## config.mk

```make
export PLATFORM = sky130hd
export DESIGN_NAME = imem_fetch_ctrl
export DESIGN_NICKNAME = d
export VERILOG_FILES = /design/src/rtl/imem_fetch_ctrl.sv
export SDC_FILE = /design/constraint.sdc
export NUM_CORES = 1
export LEC_CHECK = 0
export CAP_MARGIN = 30
export CELL_PAD_IN_SITES_DETAIL_PLACEMENT = 2
export CELL_PAD_IN_SITES_GLOBAL_PLACEMENT = 2
export CORE_MARGIN = 4
export CORE_UTILIZATION = 20
export DETAILED_ROUTE_END_ITERATION = 8
export GPL_TIMING_DRIVEN = 1
export PLACE_DENSITY_LB_ADDON = 0.1
export REMOVE_ABC_BUFFERS = 1
export SLEW_MARGIN = 20
export SYNTH_ARGS = -nofsm -noshare
export SYNTH_HDL_FRONTEND = slang
export SYNTH_SLANG_ARGS = --single-unit
```

## constraint.sdc

```tcl
create_clock -name clk -period 2 [get_ports clk]
set_clock_uncertainty 0.2 [all_clocks]
set_input_delay 0.4 -clock clk [delete_from_list [all_inputs] [get_ports clk]]
set_output_delay 0.4 -clock clk [all_outputs]
set_load 0.02 [all_outputs]
```

## src/rtl/imem_fetch_ctrl.sv

```systemverilog
`default_nettype none
// ============================================================================
// Module      : imem_fetch_ctrl
// Description : Instruction memory loader / fetch controller with LOAD, RUN and
//               HALT modes. Optional macro HALT_ON_ZERO_EN makes a fetched
//               16'h0000 word halt the core.
// Revision    : 1.0 - initial release
// ============================================================================
module imem_fetch_ctrl #(
    parameter logic [15:0] RESET_PC  = 16'h0000,
    parameter logic [15:0] LOAD_BASE = 16'h0000
) (
    input  logic        clk,
    input  logic        rst,
    input  logic        load_valid,
    input  logic [15:0] load_data,
    input  logic        load_done,
    output logic        load_ready,
    output logic [15:0] mem_addr,
    output logic        mem_we,
    output logic [15:0] mem_wdata,
    input  logic [15:0] mem_rdata,
    input  logic        stall,
    input  logic        branch_taken,
    input  logic [15:0] branch_target,
    input  logic        halt_req,
    input  logic        resume,
    output logic [15:0] pc_out,
    output logic [15:0] instr_out,
    output logic        instr_valid,
    output logic [1:0]  state_out,
    output logic        load_overflow,
    output logic [15:0] fetch_count
);

    localparam logic [1:0] c_ST_LOAD = 2'b00;
    localparam logic [1:0] c_ST_RUN  = 2'b01;
    localparam logic [1:0] c_ST_HALT = 2'b10;

    logic [1:0]  r_state;
    logic [1:0]  w_state_nxt;
    logic [1:0]  w_state_eff;
    logic [15:0] r_load_ptr;
    logic [15:0] w_load_ptr_nxt;
    logic [15:0] r_pc;
    logic [15:0] w_pc_nxt;
    logic        r_load_overflow;
    logic        w_load_overflow_nxt;
    logic [15:0] r_fetch_count;
    logic [15:0] w_fetch_count_nxt;
    logic        w_zero_halt;

`ifdef HALT_ON_ZERO_EN
    assign w_zero_halt = !stall && (mem_rdata == 16'h0000);
`else
    assign w_zero_halt = 1'b0;
`endif

    always_ff @(posedge clk) begin
        if (rst) begin
            r_state         <= c_ST_LOAD;
            r_load_ptr      <= LOAD_BASE;
            r_pc            <= RESET_PC;
            r_load_overflow <= 1'b0;
            r_fetch_count   <= 16'h0000;
        end else begin
            r_state         <= w_state_nxt;
            r_load_ptr      <= w_load_ptr_nxt;
            r_pc            <= w_pc_nxt;
            r_load_overflow <= w_load_overflow_nxt;
            r_fetch_count   <= w_fetch_count_nxt;
        end
    end

    always_comb begin
        w_state_nxt         = r_state;
        w_load_ptr_nxt      = r_load_ptr;
        w_pc_nxt            = r_pc;
        w_load_overflow_nxt = r_load_overflow;
        w_fetch_count_nxt   = r_fetch_count;
        case (r_state)
            c_ST_LOAD: begin
                // A word offered alongside load_done is still stored.
                if (load_valid) begin
                    w_load_ptr_nxt = r_load_ptr + 16'd1;
                    if (r_load_ptr == 16'hFFFF) begin
                        w_load_overflow_nxt = 1'b1;
                    end
                end
                if (load_done) begin
                    w_state_nxt = c_ST_RUN;
                    w_pc_nxt    = RESET_PC;
                end
            end
            c_ST_RUN: begin
                if (halt_req || w_zero_halt) begin
                    w_state_nxt = c_ST_HALT;
                end else if (!stall) begin
                    w_pc_nxt = branch_taken ? branch_target : (r_pc + 16'd1);
                    if (r_fetch_count != 16'hFFFF) begin
                        w_fetch_count_nxt = r_fetch_count + 16'd1;
                    end
                end
            end
            c_ST_HALT: begin
                if (resume && !halt_req) begin
                    w_state_nxt = c_ST_RUN;
                end
            end
            default: begin
                w_state_nxt = c_ST_LOAD;
            end
        endcase
    end

    // Outputs look like LOAD while reset is asserted, whatever the current state.
    assign w_state_eff = rst ? c_ST_LOAD : r_state;

    always_comb begin
        load_ready  = 1'b0;
        mem_addr    = r_pc;
        mem_we      = 1'b0;
        mem_wdata   = 16'h0000;
        instr_out   = 16'h0000;
        instr_valid = 1'b0;
        case (w_state_eff)
            c_ST_LOAD: begin
                load_ready = 1'b1;
                mem_addr   = r_load_ptr;
                mem_we     = load_valid;
                mem_wdata  = load_data;
            end
            c_ST_RUN: begin
                instr_out   = mem_rdata;
                instr_valid = !stall;
            end
            default: begin
            end
        endcase
    end

    assign pc_out        = r_pc;
    assign state_out     = w_state_eff;
    assign load_overflow = r_load_overflow;
    assign fetch_count   = r_fetch_count;

endmodule
`default_nettype wire

```

==> Word-level counts from Yosys, hierarchy flattened <==
Cells that the tools add are included.
{ "totals": {"elab_cells": 47, "ff_bits": 51, "in_bits": 56, "output_inout_bits": 86} }
{ "op_classes": {"eq_ne": 10, "mux": 16, "n_reduce_logical": 11, "bitwise_logic": 2, "add_sub_neg": 3} }
{ "op_table": {"columns": ["op", "count"], "rows": [
  ["$mux W16", 7],
  ["$add A16 B1 Y16 const B", 3],
  ["$pmux W16 S2", 1],
  ["$eq A16 B16 Y1 const B", 1],
  ["$ne A16 B16 Y1 const B", 1],
  ["$ne A2 B2 Y1 const B", 5],
  ["$mux W2", 4],
  ["$reduce_and A4 Y1", 2],
  ["$pmux W2 S3", 1],
  ["$reduce_and A3 Y1", 2],
  ["$eq A2 B1 Y1 const B", 2],
  ["$logic_not A2 Y1", 2],
  ["$mux W1", 3],
  ["$eq A2 B2 Y1 const B", 1],
  ["$logic_not A1 Y1", 2],
  ["$not A1 Y1", 2],
  ["$reduce_and A2 Y1", 1],
  ["$reduce_bool A2 Y1", 1],
  ["$logic_and A1 B1 Y1", 1]
]} }

==> Longest topological paths before layout <==
{ "logic_depth": {"depth_word": 5, "ltp_mapped": 8, "mapped_depth_nobuf": 5} }

==> Worst setup path after synthesis <==
No wires, ideal clock.
{ "synth_timing": {"path_kind": "flip-flop to output port", "startpoint": "register r_state[1]", "endpoint": "output mem_addr[0]", "stages_incl_launch_ff": 7, "n_path_buf": 3, "t_arrival_ps": 2202, "slack_ps": -802, "t_required_ps": 1400, "path_cell_list": "dfxtp_1 clkbuf_1 nor2b_1 nor2_1 clkbuf_1 clkbuf_1 o21ai_0"} }
{ "synth_via": {"elab_chain_len": 3} }
{ "synth_lines": {"columns": ["item", "line", "text"], "rows": [
  ["start, declared", "40", "logic [1:0] r_state;"],
  ["start signal, assigned", "61", "r_state <= c_ST_LOAD;"],
  ["start signal, assigned", "67", "r_state <= w_state_nxt;"],
  ["$mux W2", "117", "assign w_state_eff = rst ? c_ST_LOAD : r_state;"],
  ["via state_out[1]", "31", "output logic [1:0] state_out,"],
  ["$logic_not A2 Y1", "126", "case (w_state_eff)"],
  ["$mux W16", "126", null],
  ["end, declared", "19", "output logic [15:0] mem_addr,"]
]} }
The timed path passes the listed nets, and every way through them passes these cells.

==> Final worst setup path <==
{ "layout_timing": {"startpoint": "register r_state[0]", "endpoint": "output mem_addr[1]"} }
{ "layout_via": {"elab_chain_len": 3} }
{ "layout_lines": {"columns": ["item", "line"], "rows": [
  ["$mux W2", "117"],
  ["$logic_not A2 Y1", "126"],
  ["$mux W16", "126"]
]} }
No other way between the ends.

==> metrics.md <==
| Metric | Value |
|---|---|
| Yosys reg bits | 51 |
| Max Cap Viol | 0 |
| Post-DRT Antenna Nets | 0 |
| Register area share after synthesis | 32.2% |
| Layout Nets | 696 |
| Synth cell count leaders | dfxtp_1, and2_1, a21oi_1 |
| Post-synth top area share | 32.2% |
| Final cycle utilization of the critical path | 112% |
| Post-synth EDFFs | 0 |
| WL final | 16500 µm |
| Clk sink count | 51 |
| Critical Path Fanout Max | 6 |
| Cell family with most CP delay | buffers and inverters |
| Crit-path cells | nor2b_4 > nor2_4 > buf_6 > buf_12 > mux2_4 > buf_6 |
| Synth Area in XOR/XNOR | 3.32% |
| Hold path startpoint | load_overflow |
| Largest net degree at the start of global routing | 44 |
| Avg Inst Size Synth | 8.04 µm² |
| CTS tree | yes |
| First-pass GRT wire length | 25300 µm |
| P per Cell Area | 465 mW/mm² |
| Slowest Stage Delay on Critical Path | 330 ps |
| R2r worst-path depth | 5 |
| Clk slew on worst S/H paths | 80 ps |
| Synth area leader | dfxtp_1 |
| Hold_ws | 280 ps |
| Die Span X | 134 µm |
| Failing checks | setup timing |
| Unique masters post-synth | 52 |
| Slowest CP cell | dfxtp_2 |
| Via count | 4159 |
| Vias in the first global route | 4552 |
| Most area-consuming cells after synthesis | dfxtp_1, and2_1, a21oi_1, mux2_2, or4_1 |
| CTS Buffer Depth | 2 |
| Crit path kind | flip-flop to primary output |
| Netlist Area Pre-Place | 0.00317 mm² |
| H-Tree Depth | 2 |
| Wire per inst | 19.4 µm |
| IO buf count | 141 |
| Max Slew Vio Count | 0 |
| Antenna fix cells | 0 |
| Mux cell area share after synthesis | 5.29% |
| WP data required | 1400 ps |
| Status | complete, but fails checks |
| RSZ-0062 raised after global routing | true |
| GRT Util Overall | 17.5% |
| Core outline area | 0.0154 mm² |
| Clock latency at the later pin of the worst-skew pair | 310 ps |
| Clock root cell | clkbuf_16 |
| Tmin final | 2250 ps |
| Endpoint class of the critical path | primary output |
| Pleak | 2.84 nW |
| CP Data Arrival Time | 1650 ps |
| DP Worst Slack | -638 ps |
| Layout cells sized above 1 | 42.2% |
| Simple-gate portion of the synthesized area | 34.0% |
| Remaining Overflow, GRT | 0 |
| CTS Buf Count | 5 |
| Area Growth Syn to Fin | 101% |
| Boundary pin count | 142 |
| Least-Margin Pin Slew | 553 ps |
| Drt first pass iters | 4 |
| Synth Area in Compound Gates | 19.7% |
| Yosys warning total | 0 |
| RR Startpoint | r_state[0] |
| Largest family of logic cells by synthesized area | simple AND/OR/NAND/NOR gates |
| Max IR drop VDD | 309 µV |
| Worst R2R Setup Slack | -150 ps |
| Startpoint types | flip-flop |
| Hold Path Cell Cnt | 2 |
| Row cnt | 45 |
| Fmax | 445 MHz |
| Initial antenna violation count | 1 |
| Hold endpoint | load_overflow |
| Post-route DRC violation count | 0 |
| Die height | 134 µm |
| Filler Cells Inserted | 1666 |
| Setup-failing EPs final | 62 |
| Hold Crit Class | flip-flop to flip-flop |
| Final GP Congestion | 0.791 |
| Hold buffers post-CTS | 0 |
| Ys flop type | dfxtp_1 |
| Async set-reset flop share out of synthesis | 0% |
| Worst reg2reg path endpoint | fetch_count[8] |
| CP Buf/Inv Count | 3 |
| DRT iter0 DRCs | 174 |
| Vias per cell | 4.90 |
| Cells after Synth | 394 |
| Final worst setup slack | -249 ps |
| Most common cell in the netlist | dfxtp_1 |
| Adder-cell area share of the yosys netlist | 1.19% |
| Dpl hpwl | 11600 µm |
| Initial Util | 20.6% |
| DIE AREA | 0.0179 mm² |
| Final-report hold violation count | 0 |
| Slew headroom | 63.1% |
| Most used cell, CP | buf_6 |
| Origin of the worst setup path | r_state[0] |
-- area by class of cell --
cell class              instances  area [µm²]  share of cell area [%]
clock buffers                   5         125                    1.97
clock inverters                 3        67.6                    1.06
inverters                      10        37.5                   0.590
multi-input cells             311        2360                    37.0
flip-flops and latches         51        1020                    16.1
well taps                     211         264                    4.15
repair buffers                258        2490                    39.1
-- tightest hold or removal path, stage by stage (launching register included) --
cell and delay [ps]:
dfxtp_1 340, a31oi_1 40, nor2_1 70
-- worst max path at each step --
stage	end	slack, ps	depth (start not counted)
floorplan	mem_addr[0]	-1140	3
global placement	mem_addr[7]	-570	6
detailed placement	mem_wdata[1]	-640	7
CTS	mem_addr[4]	-230	6
global route	mem_addr[1]	-310	6
finish	mem_addr[1]	-250	6
-- state kept, by name, indices dropped and copies added (netlist names) --
signal	flops
fetch_count	16
r_state	2
load_overflow	1
r_load_ptr	16
pc_out	16
-- layout by cell type, fill, tap and decap left out, drive strengths merged, types with 7 or more instances in the layout --
master	n
a21oi	33
a22oi	8
and2	34
and3	7
and4	8
buf	171
clkdlybuf4s50	52
dfxtp	51
dlygate4sd2	21
dlymetal6s2s	13
inv	10
mux2	14
nand2	22
nand3	15
nand4	11
nor2	25
nor3	7
nor4	8
o21ai	17
o22ai	7
o31ai	11
or4	14
xnor2	7
-- stage by stage --
stage          cells  util, %  instance area, µm²  TNS (ps)  power [mW]
2_1_floorplan    370        -                3070    -39580        1.27
3_3_place_gp     804     34.9                5370    -41380        1.62
3_5_place_dp     804     34.9                5370    -45120        1.63
4_1_cts          834     39.5                6070     -8280        2.96
5_1_grt          849     41.4                6370    -12620        3.08
6_report         849     41.4                6370     -7830        2.96
-- where the power goes --
part           total [mW]  switching, mW  internal [mW]
sequential           1.04         0.0160           1.03
combinational       0.744          0.327          0.417
clock                1.17          0.451          0.719
total                2.96          0.794           2.16
-- logic make-up (layout without fill, tap and decap cells) --
| family | Yosys count | count (layout) |
|---|---|---|
| xor+xnor | 12 | 12 |
| compound gates | 98 | 99 |
| flops | 51 | 51 |
| buf+inv | 34 | 276 |
| mux | 15 | 15 |
| fa+ha+maj | 3 | 3 |
| simple gates | 181 | 182 |
-- what timing repair did --
action | 4_1_cts | 5_1_grt
buffers inserted | 16 | 13
resized for setup | 435 | 45
gates cloned | 6 | 2
endpoints found under the setup margin | 104 | 96
pin swaps | 28 | 24
endpoints found under the hold margin | 0 | 0
-- layer usage --
| layer | up-vias | routed length [µm] | track usage, % | share of wire [%] |
|---|---|---|---|---|
| met5 | - | 13 | 0 | 0.079 |
| met4 | 2 | 180 | 3.54 | 1.1 |
| met3 | 10 | 1080 | 5.59 | 6.6 |
| met2 | 100 | 8060 | 30.0 | 49 |
| met1 | 2083 | 7120 | 21.7 | 43 |
| li1 | 1964 | - | - | - |
No activity file was read; power rests on OpenSTA's default activity.
